**src/rtl/dimm_cmd_responder.sv**
```systemverilog
// DIMM-side DDR5 command endpoint: assembles two-half commands, tracks 32 banks and produces burst windows.
// Optional command counters are built only when DIMM_STATS_EN is defined.
module dimm_cmd_responder #(
    parameter int unsigned T_RCD   = 39,
    parameter int unsigned T_CL    = 40,
    parameter int unsigned T_CWL   = 38,
    parameter int unsigned T_WR    = 30,
    parameter int unsigned T_RP    = 39,
    parameter int unsigned T_BURST = 8
) (
    input  logic        i_clk,
    input  logic        i_rst,
    input  logic        i_cmd_valid,
    input  logic [2:0]  i_cmd_op,
    input  logic        i_cmd_ch,
    input  logic [2:0]  i_cmd_bg,
    input  logic [1:0]  i_cmd_ba,
    input  logic [15:0] i_cmd_row,
    input  logic [9:0]  i_cmd_col,
    output logic        o_rd_valid,
    output logic        o_wr_req,
    output logic [2:0]  o_burst_bg,
    output logic [1:0]  o_burst_ba,
    output logic [9:0]  o_burst_col,
    output logic [2:0]  o_burst_beat,
    output logic        o_err_valid,
    output logic [2:0]  o_err_code,
    output logic [15:0] o_stat_act,
    output logic [15:0] o_stat_rd,
    output logic [15:0] o_stat_wr,
    output logic [15:0] o_stat_pre
);
    typedef enum logic [2:0] {
        OP_ACT0 = 3'd0, OP_ACT1 = 3'd1, OP_RD0 = 3'd2, OP_RD1 = 3'd3,
        OP_WR0  = 3'd4, OP_WR1  = 3'd5, OP_PRE = 3'd6, OP_RSV = 3'd7
    } op_e;
    typedef enum logic [1:0] {BK_IDLE, BK_ACTIVE, BK_PRECH} bank_e;
    typedef enum logic [1:0] {LAST_ACT, LAST_RD, LAST_WR} last_e;
    typedef enum logic [1:0] {P_NONE, P_WAIT1, P_WAIT2} pend_e;
    typedef enum logic [1:0] {B_IDLE, B_WAIT, B_ACTIVE} burst_e;

    localparam logic [7:0] L_RCD       = 8'(T_RCD);
    localparam logic [7:0] L_RD_REC    = 8'(T_CL + T_BURST);
    localparam logic [7:0] L_WR_REC    = 8'(T_CWL + T_BURST + T_WR);
    localparam logic [7:0] L_RP_M1     = 8'(T_RP - 1);
    localparam logic [7:0] L_CL_M1     = 8'(T_CL - 1);
    localparam logic [7:0] L_CWL_M1    = 8'(T_CWL - 1);
    localparam logic [2:0] L_LAST_BEAT = 3'(T_BURST - 1);

    bank_e       r_bank_st   [32];
    logic [7:0]  r_bank_tmr  [32];
    last_e       r_bank_last [32];

    pend_e       r_pst, w_pst_nxt;
    logic [2:0]  r_pend_op, r_pend_bg;
    logic [1:0]  r_pend_ba;
    logic        r_pend_ch;
    logic [15:0] r_pend_row;
    logic [9:0]  r_pend_col;

    burst_e      r_bst, w_bst_nxt;
    logic [7:0]  r_bwait;
    logic [2:0]  r_beat, r_b_bg;
    logic [1:0]  r_b_ba;
    logic [9:0]  r_b_col;
    logic        r_b_rd;

    logic        r_err_valid;
    logic [2:0]  r_err_code;

    logic [4:0]  w_bank, w_tgt;
    bank_e       w_st;
    logic [7:0]  w_tmr;
    last_e       w_last;
    logic        w_busy, w_rcd_ok, w_rec_ok, w_pair_ok;
    logic        w_err, w_pend_load, w_do_act, w_do_rd, w_do_wr, w_do_pre;
    logic [2:0]  w_code;

    assign w_bank   = {i_cmd_bg, i_cmd_ba};
    assign w_tgt    = (r_pst == P_WAIT2) ? {r_pend_bg, r_pend_ba} : w_bank;
    assign w_st     = r_bank_st[w_bank];
    assign w_tmr    = r_bank_tmr[w_bank];
    assign w_last   = r_bank_last[w_bank];
    assign w_busy   = (r_bst != B_IDLE);
    assign w_rcd_ok = (w_last != LAST_ACT) || (w_tmr >= L_RCD);

    // A second half on the other channel cannot belong to the pending command.
    assign w_pair_ok = i_cmd_valid && (i_cmd_op == r_pend_op + 3'd1) &&
                       (i_cmd_ch == r_pend_ch) && (i_cmd_bg == r_pend_bg) &&
                       (i_cmd_ba == r_pend_ba) &&
                       ((r_pend_op == OP_ACT0) ? (i_cmd_row == r_pend_row)
                                               : (i_cmd_col == r_pend_col));

    always_comb begin
        w_rec_ok = 1'b1;
        case (w_last)
            LAST_RD: w_rec_ok = (w_tmr >= L_RD_REC);
            LAST_WR: w_rec_ok = (w_tmr >= L_WR_REC);
            default: w_rec_ok = 1'b1;
        endcase
    end

    always_comb begin
        w_pst_nxt   = r_pst;
        w_err       = 1'b0;
        w_code      = '0;
        w_pend_load = 1'b0;
        w_do_act    = 1'b0;
        w_do_rd     = 1'b0;
        w_do_wr     = 1'b0;
        w_do_pre    = 1'b0;
        case (r_pst)
            P_WAIT1: begin
                w_pst_nxt = P_WAIT2;
                if (i_cmd_valid) begin
                    w_err     = 1'b1;
                    w_code    = 3'd4;
                    w_pst_nxt = P_NONE;
                end
            end
            P_WAIT2: begin
                w_pst_nxt = P_NONE;
                if (w_pair_ok) begin
                    case (r_pend_op)
                        OP_ACT0: w_do_act = 1'b1;
                        OP_RD0:  w_do_rd  = 1'b1;
                        OP_WR0:  w_do_wr  = 1'b1;
                        default: w_do_act = 1'b0;
                    endcase
                end else begin
                    w_err  = 1'b1;
                    w_code = 3'd4;
                end
            end
            default: begin
                if (i_cmd_valid) begin
                    case (i_cmd_op)
                        OP_ACT0: begin
                            if (w_st == BK_ACTIVE) begin
                                w_err = 1'b1; w_code = 3'd1;
                            end else if (w_st == BK_PRECH) begin
                                w_err = 1'b1; w_code = 3'd5;
                            end else begin
                                w_pend_load = 1'b1; w_pst_nxt = P_WAIT1;
                            end
                        end
                        OP_RD0, OP_WR0: begin
                            if (!((w_st == BK_ACTIVE) && w_rcd_ok)) begin
                                w_err = 1'b1; w_code = 3'd2;
                            end else if (w_busy) begin
                                w_err = 1'b1; w_code = 3'd6;
                            end else begin
                                w_pend_load = 1'b1; w_pst_nxt = P_WAIT1;
                            end
                        end
                        OP_PRE: begin
                            if ((w_st == BK_ACTIVE) && !w_rec_ok) begin
                                w_err = 1'b1; w_code = 3'd3;
                            end else begin
                                w_do_pre = 1'b1;
                            end
                        end
                        OP_RSV: begin
                            w_err = 1'b1; w_code = 3'd7;
                        end
                        default: begin
                            w_err = 1'b1; w_code = 3'd4;
                        end
                    endcase
                end
            end
        endcase
    end

    always_ff @(posedge i_clk) begin
        if (i_rst) begin
            r_pst      <= P_NONE;
            r_pend_op  <= '0;
            r_pend_bg  <= '0;
            r_pend_ba  <= '0;
            r_pend_ch  <= 1'b0;
            r_pend_row <= '0;
            r_pend_col <= '0;
        end else begin
            r_pst <= w_pst_nxt;
            if (w_pend_load) begin
                r_pend_op  <= i_cmd_op;
                r_pend_bg  <= i_cmd_bg;
                r_pend_ba  <= i_cmd_ba;
                r_pend_ch  <= i_cmd_ch;
                r_pend_row <= i_cmd_row;
                r_pend_col <= i_cmd_col;
            end
        end
    end

    // Each bank timer counts cycles since its last ACT1/RD1/WR1/PRE and saturates.
    always_ff @(posedge i_clk) begin
        if (i_rst) begin
            for (int unsigned i = 0; i < 32; i++) begin
                r_bank_st[i]   <= BK_IDLE;
                r_bank_tmr[i]  <= '0;
                r_bank_last[i] <= LAST_ACT;
            end
        end else begin
            for (int unsigned i = 0; i < 32; i++) begin
                if (r_bank_tmr[i] != 8'hFF)
                    r_bank_tmr[i] <= r_bank_tmr[i] + 8'd1;
                if ((r_bank_st[i] == BK_PRECH) && (r_bank_tmr[i] >= L_RP_M1))
                    r_bank_st[i] <= BK_IDLE;
                if (5'(i) == w_tgt) begin
                    if (w_do_act) begin
                        r_bank_st[i]   <= BK_ACTIVE;
                        r_bank_tmr[i]  <= 8'd1;
                        r_bank_last[i] <= LAST_ACT;
                    end
                    if (w_do_rd || w_do_wr) begin
                        r_bank_tmr[i]  <= 8'd1;
                        r_bank_last[i] <= w_do_rd ? LAST_RD : LAST_WR;
                    end
                    if (w_do_pre && (r_bank_st[i] == BK_ACTIVE)) begin
                        r_bank_st[i]  <= BK_PRECH;
                        r_bank_tmr[i] <= 8'd1;
                    end
                end
            end
        end
    end

    always_comb begin
        w_bst_nxt = r_bst;
        case (r_bst)
            B_WAIT:   if (r_bwait == 8'd1) w_bst_nxt = B_ACTIVE;
            B_ACTIVE: if (r_beat == L_LAST_BEAT) w_bst_nxt = B_IDLE;
            default:  if (w_do_rd || w_do_wr) w_bst_nxt = B_WAIT;
        endcase
    end

    always_ff @(posedge i_clk) begin
        if (i_rst) begin
            r_bst   <= B_IDLE;
            r_bwait <= '0;
            r_beat  <= '0;
            r_b_rd  <= 1'b0;
            r_b_bg  <= '0;
            r_b_ba  <= '0;
            r_b_col <= '0;
        end else begin
            r_bst <= w_bst_nxt;
            if ((r_bst == B_IDLE) && (w_do_rd || w_do_wr)) begin
                r_bwait <= w_do_rd ? L_CL_M1 : L_CWL_M1;
                r_beat  <= '0;
                r_b_rd  <= w_do_rd;
                r_b_bg  <= r_pend_bg;
                r_b_ba  <= r_pend_ba;
                r_b_col <= r_pend_col;
            end else if (r_bst == B_WAIT) begin
                r_bwait <= r_bwait - 8'd1;
            end else if (r_bst == B_ACTIVE) begin
                r_beat <= r_beat + 3'd1;
            end
        end
    end

    always_ff @(posedge i_clk) begin
        if (i_rst) begin
            r_err_valid <= 1'b0;
            r_err_code  <= '0;
        end else begin
            r_err_valid <= w_err;
            r_err_code  <= w_code;
        end
    end

    assign o_rd_valid   = (r_bst == B_ACTIVE) && r_b_rd;
    assign o_wr_req     = (r_bst == B_ACTIVE) && !r_b_rd;
    assign o_burst_bg   = (r_bst == B_ACTIVE) ? r_b_bg  : '0;
    assign o_burst_ba   = (r_bst == B_ACTIVE) ? r_b_ba  : '0;
    assign o_burst_col  = (r_bst == B_ACTIVE) ? r_b_col : '0;
    assign o_burst_beat = (r_bst == B_ACTIVE) ? r_beat  : '0;
    assign o_err_valid  = r_err_valid;
    assign o_err_code   = r_err_code;

`ifdef DIMM_STATS_EN
    logic [15:0] r_stat_act, r_stat_rd, r_stat_wr, r_stat_pre;

    always_ff @(posedge i_clk) begin
        if (i_rst) begin
            r_stat_act <= '0;
            r_stat_rd  <= '0;
            r_stat_wr  <= '0;
            r_stat_pre <= '0;
        end else begin
            if (w_do_act) r_stat_act <= r_stat_act + 16'd1;
            if (w_do_rd)  r_stat_rd  <= r_stat_rd + 16'd1;
            if (w_do_wr)  r_stat_wr  <= r_stat_wr + 16'd1;
            if (w_do_pre) r_stat_pre <= r_stat_pre + 16'd1;
        end
    end

    assign o_stat_act = r_stat_act;
    assign o_stat_rd  = r_stat_rd;
    assign o_stat_wr  = r_stat_wr;
    assign o_stat_pre = r_stat_pre;
`else
    assign o_stat_act = '0;
    assign o_stat_rd  = '0;
    assign o_stat_wr  = '0;
    assign o_stat_pre = '0;
`endif
endmodule

```
**config.mk**
```make
export PLATFORM = sky130hd
export DESIGN_NAME = dimm_cmd_responder
export DESIGN_NICKNAME = d
export VERILOG_FILES = /design/src/rtl/dimm_cmd_responder.sv
export SDC_FILE = /design/constraint.sdc
export NUM_CORES = 1
export LEC_CHECK = 0
export CORE_MARGIN = 2
export CORE_UTILIZATION = 55
export DETAILED_ROUTE_END_ITERATION = 10
export GPL_TIMING_DRIVEN = 0
export MAX_ROUTING_LAYER = met4
export PLACE_DENSITY_LB_ADDON = 0.05
export SKIP_CTS_REPAIR_TIMING = 1
export SYNTH_ARGS = -nofsm -noshare
export SYNTH_HDL_FRONTEND = slang
export SYNTH_SLANG_ARGS = --single-unit
```
**constraint.sdc**
```tcl
create_clock -name i_clk -period 10.7 [get_ports i_clk]
set_input_delay 2.14 -clock i_clk [delete_from_list [all_inputs] [get_ports i_clk]]
set_output_delay 2.14 -clock i_clk [all_outputs]
set_load 0.03 [all_outputs]
```
# Word-level counts from Yosys, hierarchy flattened
# Memories as Yosys holds them, arrays and structs flattened.
# Cells that the tools add are included.
# op_classes
muxes,867
n_eq_ne,155
n_addsub,35
n_reduce_logical,94
n_lt_le_gt_ge,35
bitwise_logic,289
# ops
operator,n
two-way mux 8 bit,130
two-way mux 1 bit,544
two-way mux 2 bit,173
bitwise OR 1 bit,288
>= comparator 8 x 6 -> 1 bit (second input constant),34
adder 8 x 1 -> 8 bit (second input constant),32
!= test 8 bit (second input constant),32
equality test 5 bit (first input constant),16
logical AND 1 bit,74
equality test 2 x 1 -> 1 bit (second input constant),36
equality test 2 bit (second input constant),36
equality test 4 x 5 -> 1 bit (first input constant),8
two-way mux 3 bit,9
equality test 3 x 5 -> 1 bit (first input constant),4
equality test 16 bit,1
!= test 4 bit (second input constant),4
equality test 3 bit (second input constant),5
one-hot mux 2 bit (2 select lines),3
one-hot mux 3 bit (4 select lines),1
equality test 10 bit,1
equality test 2 x 5 -> 1 bit (first input constant),2
two-way mux 10 bit,1
equality test 8 x 1 -> 1 bit (second input constant),1
>= comparator 8 x 7 -> 1 bit (second input constant),1
25 further kinds,39
# word_totals
wordCells,1494
ramBits,384
out_inout_bits,88
memories,3
in_bits,38
reg_bits,70
# memory_table
memory,depth,word_bits,rd,rd_ports_with_merged_regs,write_ports,line,source
r_bank_tmr,32,8,33,0,32,51,logic [7:0] r_bank_tmr [32];
r_bank_last,32,2,1,0,32,52,last_e r_bank_last [32];
r_bank_st,32,2,33,0,32,50,bank_e r_bank_st [32];

# Depth between registers and ports, before layout
# logic_depth
ltp_word,16
depth_mapped,19

# Worst setup path after synthesis
# Ideal clock, no wire load.
# synth_path
kind,in2reg
start,in i_cmd_ba[0]
end,"mem r_bank_tmr[23][0], enable pin"
stages,17
path_buffers,8
arrival_time_ns,6.244
slack_ns,4.071
setup_ns,0.384
cell_sequence,buf_6 > buf_12 > buf_12 > buf_6 > buf_6 > buf_1 > mux4_2 > mux4_2 > mux2i_1 > ha_1 > inv_1 > a31oi_1 > a311o_1 > buf_2 > buf_2 > a41oi_1 > o21ai_0
# synth_rtl
item,line,source
from (decl),17,"input logic [1:0] i_cmd_ba,"
to (decl),51,

==> results.ini <==
[timing]
hold_viol=0
drv_slew=22
rsz0062_at_grt=no
clock.fmax_ghz=0.1106
period_needed_ps=9042
tns_ps=0
max_slew_margin=-0.004973
fin_crit_sh=0.8450
fin_skew_ps=35.23
tightest_slew_ps=1507
setup_viol=0

[setup_path]
reg2reg_depth=9
cp.arrival_ps=9300
crit_cells=16
startpoint_type=primary input
cp_max_fo=10
crit_top_cell=buf_2
critPathBufInv=8
path_class=in -> reg
worstPathRequired_ps=10960
path_delay_family=buffers and inverters
slowest_delay_ps=1020
slowest_stage=o21ai_0
cp_cell_sequence=clkdlybuf4s50_1 > buf_2 > buf_1 > clkbuf_1 > clkbuf_1 > mux4_2 > mux4_2 > mux2i_1 > inv_1 > ha_1 > nand2_1 > a311o_1 > buf_2 > buf_2 > a41oi_1 > o21ai_0
end_kind=register

[clock_tree]
numCtsBuffers=53
clockRootBuffer=clkbuf_16
clock_path_buffers=3
htreeDepth=2
clkLatencyLatePin_ps=650
clk_pin_slew_ps=60
cts_tree=done
cts.sinks=454

[global_route]
grt_util_all_layers=0.4267
grt_max_degree=14
antenna_found_initial=3
overflow=0
grt_pass1_wl_um=171000
grt_pass1_vias=25977

[synth]
synth_warnings=0
seq_area_frac_synth=0.4274
synth.top_cells.by_area=edfxtp_1 (38%), dfxtp_1 (4.6%), mux4_2 (3.9%)
synthCells=3083
synth.distinct_cells=79
synth-edff-count=384
synthArstFlopShare=0
synthesis.area_um2=30260
yosys.area.top_type_share=0.3811
yosys.area.top_type=edfxtp_1
ys_seq_elements=454
synthFlopType=edfxtp_1
synth_area_per_cell_um2=9.814

[die]
die_area_um2=56900
core_area_um2=54130
die_x_um=238.5
dieHeight_um=238.5
start_util=0.5589
rows=85
io_pins=126

[drt]
wire_per_inst_um=29.96
viasPerCell=6.957
drtIter0Drc=3749
first_pass_iters=7
drt-total-wl_um=119800
vias=27823
drc=0
postRouteAntennaNets=0

[place]
place_hpwl_um=88200
io_buffers=56
gp_congestion=1.140

[finish]
area_delta_synth_final_pct=11.23
fill_cells=4539
nets=3379
drive_gt1_frac=0.09088

[hold_path]
min_path_type=reg -> reg
hold_depth=2

[power]
seqPwrFrac=0.450
ir_worst_vdd_v=0.0001335
clkPwrFrac=0.401
p_leak_nw=12.37
p_int_mw=3.264
swShare=0.2934
p_switching_mw=1.355
comb_power_share=0.148
power_density_nw_per_um2=137.3
p_total_mw=4.619

[run]
cap_violations=2

[run_status]
violations=max-capacitance violations, max-slew violations
status=complete, but fails checks

==> metrics by stage <==
step                      cell area, µm²    util  cells  setup slack, ps  hold WS (ps)
after floorplan                    30490       -   3146             4071         427.3
after global placement             31920  0.5897   3898             1439         437.0
after detailed placement           31940  0.5901   3899             1286         443.4
after CTS                          33650  0.6216   3997             1955         451.6
after global routing               33650  0.6217   3999             1792         471.7
final                              33650  0.6217   3999             1658         451.1
==> synthesized netlist by cell type (70+ instances only) <==
cell and number:
a21oi_1 92, buf_4 70, clkbuf_1 122, dfxtp_1 70
edfxtp_1 384, ha_1 83, inv_1 88, mux2i_1 74
nand2_1 249, nand3_1 182, nor2_1 257, nor3_1 91
nor4_1 169, o21ai_0 127, xnor2_1 99, xor2_1 132
==> metal layers <==
metal  part of all wire  routed length, µm  vias up  track usage
met5                  0                  0        -            -
met4              0.079               9498        0       0.2784
met3               0.12              14940      503       0.1112
met2               0.44              52230     2018       0.6273
met1               0.36              43160    13487       0.5214
li1                   -                  -    11815            -
==> flip-flops by register name, summed over array words and instances (netlist names), 8 cells and up <==
signal       count
r_bwait          8
r_b_col         10
r_bank_st       64
r_pend_row      16
r_bank_tmr     256
r_pend_col      10
r_bank_last     64
==> placed cells by master (no fill, tap or decap), types with 83 or more instances in the layout <==
cell type / instances
nor4_1: 169
nand3_1: 182
xor2_1: 132
ha_1: 83
o21ai_0: 127
clkbuf_1: 134
nor2_1: 257
a21oi_1: 91
xnor2_1: 99
nand2_1: 249
inv_1: 88
nor3_1: 91
edfxtp_1: 384
==> layout make-up <==
type	count	area [µm²]	area share
antenna	2	5.005	0.0001487
buffer	252	1401	0.04164
clock buffer	72	1504	0.04469
clock inverter	26	200.2	0.005949
inverter	88	330.3	0.009815
multi-input combinational	2352	15840	0.4706
sequential	454	12930	0.3843
tap	696	870.8	0.02588
timing repair buffer	57	571.8	0.01699
==> power by group through the flow <==
stage | clock (mW) | sequential, mW | combinational [mW]
after detailed placement | 0 | 2.11 | 0.651
final | 1.85 | 2.08 | 0.685
after global routing | 1.90 | 2.09 | 0.709
after global placement | 0 | 2.11 | 0.640
after floorplan | 0 | 2.08 | 0.424
after CTS | 1.84 | 2.07 | 0.654
==> worst reg2reg max path, cell delays in order, from the launching register on <==
cell,delay (ps)
dfxtp_1,300
clkbuf_1,650
xnor2_2,210
nand4_1,110
nor4_1,510
nand3_1,280
o21ai_0,820
clkbuf_1,570
a41oi_1,230
o21ai_0,1020
==> cells by family after synthesis <==
group	after synthesis	synth area share
and+or+nand+nor	1302	0.2247
muxes	136	0.06691
buffers and inverters	340	0.05723
xor gates and xnor gates	232	0.06741
DFF	454	0.4274
adders and majority gates	83	0.03432
other	1	0.0001239
AOI/OAI and AO/OA	535	0.1219
==> final timing paths <==
kind                start                 to  slack, ps
min             r_b_bg[1]          r_b_bg[1]        450
max reg2reg  r_pend_ba[0]  r_bank_tmr[23][6]       5620
min reg2reg     r_b_bg[1]          r_b_bg[1]        450
max           i_cmd_ba[1]  r_bank_tmr[23][6]       1660
Power figures use the tool's default switching activity.
